$ cat src/rtl/cpu_pkg.sv
// Shared operand types for the read, register file and writeback stages.
package cpu_pkg;

  localparam int REG_IDX_W = 4;
  localparam int DATA_W    = 16;
  localparam int NUM_REGS  = 16;

  typedef logic [REG_IDX_W-1:0] reg_idx_t;
  typedef logic [DATA_W-1:0]    word_t;

endpackage

$ cat src/rtl/reg_file_rd_port.sv
// One registered read port: picks array data or the same-edge writeback data,
// with register 0 forced to zero when the hardwired zero register is enabled.
module reg_file_rd_port
  import cpu_pkg::*;
#(
  parameter bit ZERO_REG = 1'b1
) (
  input  logic     cpu_clk,
  input  logic     cpu_rst,
  input  logic     rd_en,
  input  reg_idx_t rd_idx,
  input  word_t    arr_data,
  input  logic     wr_en,
  input  reg_idx_t wr_idx,
  input  word_t    wr_data,
  output word_t    rd_value,
  output logic     rd_valid
);

  word_t value_d, value_q;
  logic  valid_d, valid_q;

  // Next read value: hold when idle, otherwise zero-reg / bypass / array.
  always_comb begin
    value_d = value_q;
    valid_d = 1'b0;
    if (rd_en) begin
      valid_d = 1'b1;
      if (ZERO_REG && (rd_idx == '0)) begin
        value_d = '0;
      end else if (wr_en && (wr_idx == rd_idx)) begin
        value_d = wr_data;
      end else begin
        value_d = arr_data;
      end
    end
  end

  // Read result registers; reset overrides any pending request.
  always_ff @(posedge cpu_clk) begin
    if (cpu_rst) begin
      value_q <= '0;
      valid_q <= 1'b0;
    end else begin
      value_q <= value_d;
      valid_q <= valid_d;
    end
  end

  assign rd_value = value_q;
  assign rd_valid = valid_q;

endmodule

$ cat src/rtl/reg_file.sv
// Architectural register file: one writeback port, two registered read ports
// with same-edge write bypass, and a combinational debug peek.
module reg_file
  import cpu_pkg::*;
#(
  parameter int NUM_REGS = cpu_pkg::NUM_REGS,
  parameter int DATA_W   = cpu_pkg::DATA_W,
  parameter bit ZERO_REG = 1'b1
) (
  input  logic     cpu_clk,
  input  logic     cpu_rst,
  input  logic     reg_a_read,
  input  reg_idx_t reg_a,
  input  logic     reg_b_read,
  input  reg_idx_t reg_b,
  input  logic     wb_en,
  input  reg_idx_t wb_dst_reg,
  input  word_t    wb_out,
  output word_t    reg_a_value,
  output word_t    reg_b_value,
  output logic     reg_a_valid,
  output logic     reg_b_valid,
  input  reg_idx_t dbg_reg,
  output word_t    dbg_value
);

  logic [DATA_W-1:0] mem_d [NUM_REGS];
  logic [DATA_W-1:0] mem_q [NUM_REGS];
  logic              wr_ok;

  // Writes to register 0 are dropped when it is the hardwired zero register.
  always_comb begin
    wr_ok = wb_en && !(ZERO_REG && (wb_dst_reg == '0));
    mem_d = mem_q;
    if (wr_ok) begin
      mem_d[wb_dst_reg] = wb_out;
    end
  end

  // Storage array; reset clears every entry and discards a same-cycle write.
  always_ff @(posedge cpu_clk) begin
    if (cpu_rst) begin
      mem_q <= '{default: '0};
    end else begin
      mem_q <= mem_d;
    end
  end

  assign dbg_value = mem_q[dbg_reg];

  reg_file_rd_port #(.ZERO_REG(ZERO_REG)) u_rd_a (
    .cpu_clk  (cpu_clk),
    .cpu_rst  (cpu_rst),
    .rd_en    (reg_a_read),
    .rd_idx   (reg_a),
    .arr_data (mem_q[reg_a]),
    .wr_en    (wb_en),
    .wr_idx   (wb_dst_reg),
    .wr_data  (wb_out),
    .rd_value (reg_a_value),
    .rd_valid (reg_a_valid)
  );

  reg_file_rd_port #(.ZERO_REG(ZERO_REG)) u_rd_b (
    .cpu_clk  (cpu_clk),
    .cpu_rst  (cpu_rst),
    .rd_en    (reg_b_read),
    .rd_idx   (reg_b),
    .arr_data (mem_q[reg_b]),
    .wr_en    (wb_en),
    .wr_idx   (wb_dst_reg),
    .wr_data  (wb_out),
    .rd_value (reg_b_value),
    .rd_valid (reg_b_valid)
  );

endmodule
$ cat config.mk
export PLATFORM = sky130hd
export DESIGN_NAME = reg_file
export DESIGN_NICKNAME = d
export VERILOG_FILES = /design/src/rtl/cpu_pkg.sv /design/src/rtl/reg_file_rd_port.sv /design/src/rtl/reg_file.sv
export SDC_FILE = /design/constraint.sdc
export NUM_CORES = 1
export LEC_CHECK = 0
export CAP_MARGIN = 25
export CORE_ASPECT_RATIO = 2
export CORE_MARGIN = 1
export CORE_UTILIZATION = 61
export DETAILED_ROUTE_END_ITERATION = 6
export PLACE_DENSITY = 0.92
export SLEW_MARGIN = 20
export SYNTH_ARGS = -nofsm -noshare
export SYNTH_HDL_FRONTEND = slang
export SYNTH_SLANG_ARGS = --single-unit
$ cat constraint.sdc
create_clock -name cpu_clk -period 2.4 [get_ports cpu_clk]
set_clock_uncertainty 0.15 [all_clocks]
set_input_delay 0.24 -clock cpu_clk [delete_from_list [all_inputs] [get_ports cpu_clk]]
set_output_delay 0.24 -clock cpu_clk [all_outputs]
set_load 0.02 [all_outputs]
### Word level (Yosys, flattened, before mapping)

Index checks and enable logic that the tools add are counted.

| storage, ports and cells | value |
|---|---|
| output and inout bits | 50 |
| logic and storage cells | 57 |
| input port bits | 37 |
| register bits | 290 |

| cells by class | value |
|---|---|
| bitwise logic cells | 4 |
| order comparisons | 5 |
| muxes and demuxes | 18 |
| reductions and logical operators | 8 |
| eq/ne operators | 2 |

Operators by type and width:

| operator | number |
|---|---|
| bitwise mux 256 bit | 1 |
| binary-select mux 16 bit (select 4 bit) | 3 |
| 2-to-1 mux 16 bit | 11 |
| demux 16 bit (select 4 bit) | 1 |
| >= comparator 5 bit (second input constant) | 4 |
| NOT 4 -> 5 bit | 4 |
| logical NOT 4 bit | 3 |
| equality test 4 bit | 2 |
| < comparator 5 x 1 -> 1 bit (second input constant) | 1 |
| logical AND 1 bit | 4 |
| 2-to-1 mux 1 bit | 2 |
| logical NOT 1 bit | 1 |

### Longest topological paths before layout

Gate-level depths: netlist of run 1.

| logic depth | value |
|---|---|
| word-level depth | 6 |
| depth in mapped cells | 8 |
| gate-level depth less buffers | 5 |

### Hierarchy

Synthesis of run 1 repeated with hierarchy kept, for this count alone.

| second synthesis, totals | value |
|---|---|
| cell total of the unflattened synthesis | 1764 |
| area, all modules | 17177.7 µm² |

Modules (own cells, without submodules):

| module | cells an instance | instances | area each (µm²) | seq. area each (µm²) |
|---|---|---|---|---|
| reg_file | 1564 | 1 | 15398.5 | 5124.9 |
| reg_file_rd_port | 100 | 2 | 889.6 | 340.3 |

### Worst setup path before layout of run 1

Ideal clock, no wire load.

| path | value |
|---|---|
| path type | input -> output |
| start | in dbg_reg[1] |
| end | out dbg_value[14] |
| stages | 5 |
| data required time | 2010 ps |
| slack | 338 ps |
| buffers on the path | 3 |
| arrival time | 1672 ps |
| path through | buf_6 -> buf_2 -> buf_2 -> mux4_2 -> mux4_2 |

| between the ends | value |
|---|---|
| word-level cells in the longest chain between the ends | 4 |

Ends and longest elaborated chain:

| element | RTL line | source |
|---|---|---|
| from (decl) | reg_file.sv:23 | `input reg_idx_t dbg_reg,` |
| NOT 4 -> 5 bit (implied by the code) | reg_file.sv:49 | `assign dbg_value = mem_q[dbg_reg];` |
| binary-select mux 16 bit (select 4 bit) | reg_file.sv:49 |  |
| 2-to-1 mux 16 bit (implied by the code) (2 in a row) | reg_file.sv:49 |  |
| to (decl) | reg_file.sv:24 | `output word_t dbg_value` |

No other way between the ends. The select of a mux whose other input is x is not followed.

### Final worst setup path of run 1

| path | value |
|---|---|
| start | reg mem_q[200] (netlist bit) |
| end | out dbg_value[8] |

| between the ends | value |
|---|---|
| word-level cells in the longest chain between the ends | 3 |

Ends and longest elaborated chain:

| element | RTL line | source |
|---|---|---|
| from (decl) | reg_file.sv:28 | `logic [DATA_W-1:0] mem_q [NUM_REGS];` |
| from (signal assigned) | reg_file.sv:45 | `mem_q <= mem_d;` |
| binary-select mux 16 bit (select 4 bit) | reg_file.sv:49 |  |
| 2-to-1 mux 16 bit (implied by the code) (2 in a row) | reg_file.sv:49 |  |

No other way between the ends. The select of a mux whose other input is x is not followed.

==> flow_summary.ini, run 1 <==
[run_status]
status = finished with violations
violations = negative setup slack

[grt]
antenna_found_initial = 1
grt_pass1_wl_mm = 94.7
grt_max_degree = 148
grt_usage_pct = 46.0
grt_pass1_vias = 16096
overflow = 0

[sta]
max_slew_margin_pct = 42.2
clock.fmax_ghz = 0.391
setup_ws_ns = -0.158
slew_violations = 0
fin_crit_ns = 2.56
hold_ws_ns = 0.103
fin_crit_sh_pct = 107
tightest_slew_ns = 0.864
rsz0062_at_grt = yes
final-hold-violation-count = 0
final-setup-viol-count = 16

[drt]
drtAntennaViolNets = 0
wire_per_inst_um = 26.9
wirelength_mm = 63.0
drcViolationCount = 0
drtIter0Drc = 2646
vias = 16544
viasPerCell = 7.07
firstDrtPassIters = 6

[clock_tree]
clock-sinks = 290
numCtsBuffers = 27
h-tree-depth = 1
root_buffer = clkbuf_16
cts_tree = yes
clk_pin_slew_ns = 0.07
clockBufferDepth = 3
clk_latency_ns = 0.61

[cells_and_area]
drive_gt1_share_pct = 28.3
diodes = 0
regArea_um2 = 5970
multiInputGateArea_um2 = 9520
nNetsFinal = 2014
finalNonFillerCells = 2339
fillerInstances = 1733
fin_util_pct = 75.4
syn_to_final_growth_pct = 21.9

[synthesis]
synth.avg_cell_area_um2 = 9.00
syn-num-nets = 1845
async_reset_ff_share_pct = 0
yosysSeqAreaShare_pct = 35.7
yosysWarnings = 0
synth_edf_count = 0
synthFlopType = dfxtp_1
ys_seq_elements = 290
syn-cell-area_um2 = 16300
ys_types = 42
synthCells = 1808

[power_and_ir_drop]
power.leakage_uw = 0.00702
power_per_cell_area_nw_per_um2 = 540
irDropWorstVdd_uv = 732

[job]
drv_cap = 0

[die]
std_cell_rows = 84
dieArea_um2 = 27400
start_util_pct = 61.9
core_um2 = 26300
die_w_um = 117
fp.dieH_um = 233
pin_count = 87

[worst_setup_path]
slowest_stage = mux4_2
critical_path_class = register to primary output
slowest_delay_ns = 0.55
crit_path_start_kind = register
crit_top_cell = mux4_2
required_ns = 2.01
crit_arrival_ns = 2.17
crit_fanout = 4
crit_chain = mux4_2 > mux4_2 > buf_6
end_kind = primary output

[place]
port_buffers = 86
hpwl_mm = 43.4
gp_congestion = 1.02
place_inst = 2270

[min_path]
hold_path.class = input port to register
## repair_timing
item                                   in CTS  in global routing
setup buffers                              17                  4
endpoints found under the hold margin      45                  0
setup endpoints to repair                  16                 16
resized for setup                         194                 23
gates cloned                                0                  0
hold buffers                                1                  0
## layout by cell type, fill, tap and decap left out, drive strengths merged, types with 3 or more instances in the layout
master and instances:
buf 255, o22ai 62, nor3 5, nand3 9, dfxtp 290, nor2 18
or3b 5, a211oi 30, clkbuf 38, nand2 555, a21oi 240, o21ai 63
xor2 6, clkinv 5, nor2b 22, mux4 144, mux2i 128, clkdlybuf4s50 61
nand3b 3, and3 32
## cells in the mapped netlist, drive strengths merged (3+ instances only)
| cell type | count | area [um^2] |
|---|---|---|
| nand2 | 555 | 2080 |
| dfxtp | 290 | 5810 |
| a21oi | 240 | 1200 |
| mux4 | 144 | 3250 |
| mux2i | 128 | 1280 |
| buf | 89 | 608 |
| clkbuf | 88 | 330 |
| o21ai | 63 | 315 |
| o22ai | 62 | 394 |
| and3 | 32 | 200 |
| a211oi | 30 | 225 |
| nor2b | 22 | 138 |
| nor2 | 18 | 90.1 |
| nand3 | 9 | 45.0 |
| xor2 | 6 | 52.6 |
| nor3 | 5 | 35.0 |
| or3b | 5 | 43.8 |
| nand3b | 3 | 22.5 |
## registers in the layout (all words and copies together), names as in the netlist
name	cells
u_rd_a.rd_value	16
u_rd_b.rd_value	16
mem_q	256
u_rd_a.rd_valid	1
u_rd_b.rd_valid	1
## per-stage QoR
stage	instance area [um^2]	total power, uW	setup slack [ns]	TNS, ns
floorplan	16300	5790	0.338	0
global placement	18600	6250	-0.288	-3.90
detailed placement	18600	6290	-0.317	-4.51
CTS	19800	10600	-0.104	-0.911
global route	19800	10900	-0.146	-1.56
finish	19800	10700	-0.158	-1.67
## where the power goes
group / internal [uW] / switching [uW] / leakage (uW) / total (uW)
Combinational: 535 / 788 / 0.00419 / 1320
Sequential: 4870 / 66.0 / 0.00240 / 4940
Clock: 2410 / 2030 / 0.000432 / 4440
Total: 7820 / 2880 / 0.00702 / 10700
## layout make-up
| cell class | count | area share (%) |
|---|---|---|
| tap | 344 | 2.17 |
| timing repair buffer | 317 | 15.3 |
| clock buffer | 38 | 4.02 |
| sequential | 290 | 30.1 |
| clock inverter | 9 | 0.398 |
| multi-input combinational | 1340 | 48.0 |
| inverter | 1 | 0.0189 |
## worst paths after layout
kind / startpoint / to / slack [ns] / cells past startpoint
hold reg to reg: u_rd_a.rd_value[6] / u_rd_a.rd_value[6] / 0.30 / 2
setup reg to reg: mem_q[81] / u_rd_b.rd_value[1] / 0.41 / 5
hold / removal: reg_b[2] / u_rd_b.rd_value[14] / 0.10 / 3
setup / recovery: mem_q[200] / dbg_value[8] / -0.16 / 3
## cells by family after synthesis
| kind of cell | share of synthesized area [%] |
|---|---|
| and+or+nand+nor | 16.7 |
| muxes | 27.9 |
| buffers and inverters | 5.79 |
| DFF | 35.7 |
| xor gates and xnor gates | 0.431 |
| AOI/OAI and AO/OA | 13.5 |
## metal layers
layer	share of wire [%]	GRT usage, %	routed length [um]	up-vias
li1	-	-	-	6780
met3	15	14.7	9540	530
met4	9.5	35.0	5980	0
met5	0	0	0	-
met1	32	54.4	19900	7585
met2	44	69.6	27600	1649
## critical path: cells and delay by family (launching register included)
family / cells / cell delay, ns
multiplexers: 2 / 1.04
flip-flops: 1 / 0.34
buffers and inverters: 1 / 0.17
No activity file was read; power rests on OpenSTA's default activity.
==> inputs of run 2 (changes only) <==
- PLACE_DENSITY: 0.92 -> 0.81
==> run 2 against run 1 <==
Effect of this change: the run still ends with negative setup slack left; non-clock buffer count increased by 55; first-iteration DRC count decreased by 12%; worst hold slack improved by 0.026 ns; via count increased by 0.34%; total power increased by 5.7%; combinational power about the same.
==> flow_summary.ini, run 2 (synthesis gave the netlist of run 1 again) <==
[run_status]
status = finished with violations
violations = negative setup slack

[worst_setup_path]
path_depth = 3
reg2reg_depth = 5
critical_path_buf_inv_count = 1
crit_fanout = 4
rrSetupSlack_ns = 0.44
required_ns = 2.01
crit_top_cell = mux4_2
slowest_stage = mux4_2
slowest_delay_ns = 0.53
crit_start = mem_q[228]
cp-endpoint = dbg_value[4]
reg2reg_from = mem_q[29]
timing.rr.end = u_rd_b.rd_value[13]
end_kind = primary output
cp_top_family = multiplexers
crit_path_start_kind = register
crit_arrival_ns = 2.11
critical_path_class = register to primary output
crit_chain = mux4_2 > mux4_2 > buf_6

[power_and_ir_drop]
power_per_cell_area_nw_per_um2 = 557
power.leakage_uw = 0.00735
irDropWorstVdd_uv = 673

[drt]
firstDrtPassIters = 6
vias = 16600
drtAntennaViolNets = 0
wirelength_mm = 63.8
viasPerCell = 6.93
drcViolationCount = 0
drtIter0Drc = 2340
wire_per_inst_um = 26.6

[die]
start_util_pct = 61.9
die_w_um = 117
fp.dieH_um = 233
std_cell_rows = 84
dieArea_um2 = 27400
pin_count = 87
core_um2 = 26300

[sta]
setup-tns-final_ns = -1.12
fin_crit_ns = 2.50
clock.fmax_ghz = 0.400
tightest_slew_ns = 0.834
rsz0062_at_grt = yes
slew_violations = 0
max_slew_margin_pct = 44.2
setup_ws_ns = -0.101
final-setup-viol-count = 16
final-hold-violation-count = 0
fin_crit_sh_pct = 104

[grt]
grt_pass1_wl_mm = 96.7
grt_usage_pct = 46.9
grt_max_degree = 138
antenna_found_initial = 4
overflow = 0
grt_pass1_vias = 16248

[cells_and_area]
largest_register = mem_q
drive_gt1_share_pct = 30.0
largest_register_ffs = 256
syn_to_final_growth_pct = 24.8
fillerInstances = 1807
finalNonFillerCells = 2396
nNetsFinal = 2068
fin_util_pct = 77.3
layout_commonest_cell = nand2_1
layout_common_cells = nand2_1, buf_4, a21oi_1

[place]
place_inst = 2320
hpwl_mm = 44.7
gp_congestion = 1.04
port_buffers = 86
pre_cts_ws_ns = -0.307

[clock_tree]
clockBufferDepth = 3
clk_latency_ns = 0.58
root_buffer = clkbuf_16
clock-sinks = 290
clk_pin_slew_ns = 0.08
h-tree-depth = 1
cts_tree = yes
numCtsBuffers = 26

[job]
drv_cap = 0

[min_path]
hold_path.class = input port to register
[run 2: cell types whose count changed in the layout (fill, tap and decap cells not counted), moves of 2 or more]
cell	previous run	this run
clkbuf_8	8	2
bufinv_16	1	8
clkbuf_1	3	1
buf_12	35	30
dfxtp_2	107	99
clkinv_4	0	3
dfxtp_1	176	183
buf_4	198	259
[run 2: through the flow]
stage | hold WS [ns] | area, um^2 | total power (uW)
3_5_place_dp | 0.290 | 18900 | 6290
5_1_grt | 0.148 | 20300 | 11500
2_1_floorplan | 0.260 | 16300 | 5790
3_3_place_gp | 0.286 | 18900 | 6270
6_report | 0.129 | 20300 | 11300
4_1_cts | 0.107 | 20300 | 11200
[run 2: worst register-to-register path, stage by stage, from the launching register on]
cell and delay [ns]:
dfxtp_1 0.34, buf_4 0.15, mux4_2 0.53, a211oi_1 0.33
and3_1 0.26, o21ai_1 0.09
[run 2: layout make-up]
class	count	area, um^2	share of cell area [%]
flip-flops and latches	290	5960	29.3
clock inverters	18	304	1.50
inverters	1	3.75	0.0185
diodes	1	2.50	0.0123
repair buffers	372	3380	16.6
well taps	344	430	2.12
clock buffers	30	707	3.48
multi-input cells	1340	9520	46.9
[run 2: how the worst min path moves through the flow]
stage / slack [ns] / cells after the start / to / start
detailed placement: 0.29 / 2 / u_rd_a.rd_value[0] / u_rd_a.rd_value[0]
finish: 0.13 / 2 / u_rd_a.rd_valid / reg_a_read
CTS: 0.11 / 3 / u_rd_b.rd_value[14] / reg_b[2]
global route: 0.15 / 2 / u_rd_a.rd_valid / reg_a_read
global placement: 0.29 / 2 / u_rd_b.rd_value[3] / u_rd_b.rd_value[3]
floorplan: 0.26 / 1 / u_rd_a.rd_valid / reg_a_read
[run 2: timing repair]
item | 4_1_cts | 5_1_grt
hold endpoints to repair | 12 | 0
hold buffers | 1 | 0
endpoints found under the setup margin | 16 | 16
resized for setup | 196 | 15
buffers inserted | 25 | 1
[run 2: layer usage]
metal  vias up  wire, um  global-route usage, %
met5         -        27                      0
met4         4      5130                   31.1
met3       419      8820                   13.5
met2      1460     27900                   70.7
met1      7837     22000                   58.6
li1       6880         -                      -
[run 2: where the power goes]
| part | switching (uW) | internal (uW) | leakage, uW |
|---|---|---|---|
| registers | 61.3 | 4870 | 0.00240 |
| clock network | 2080 | 2980 | 0.000497 |
| logic | 784 | 535 | 0.00445 |
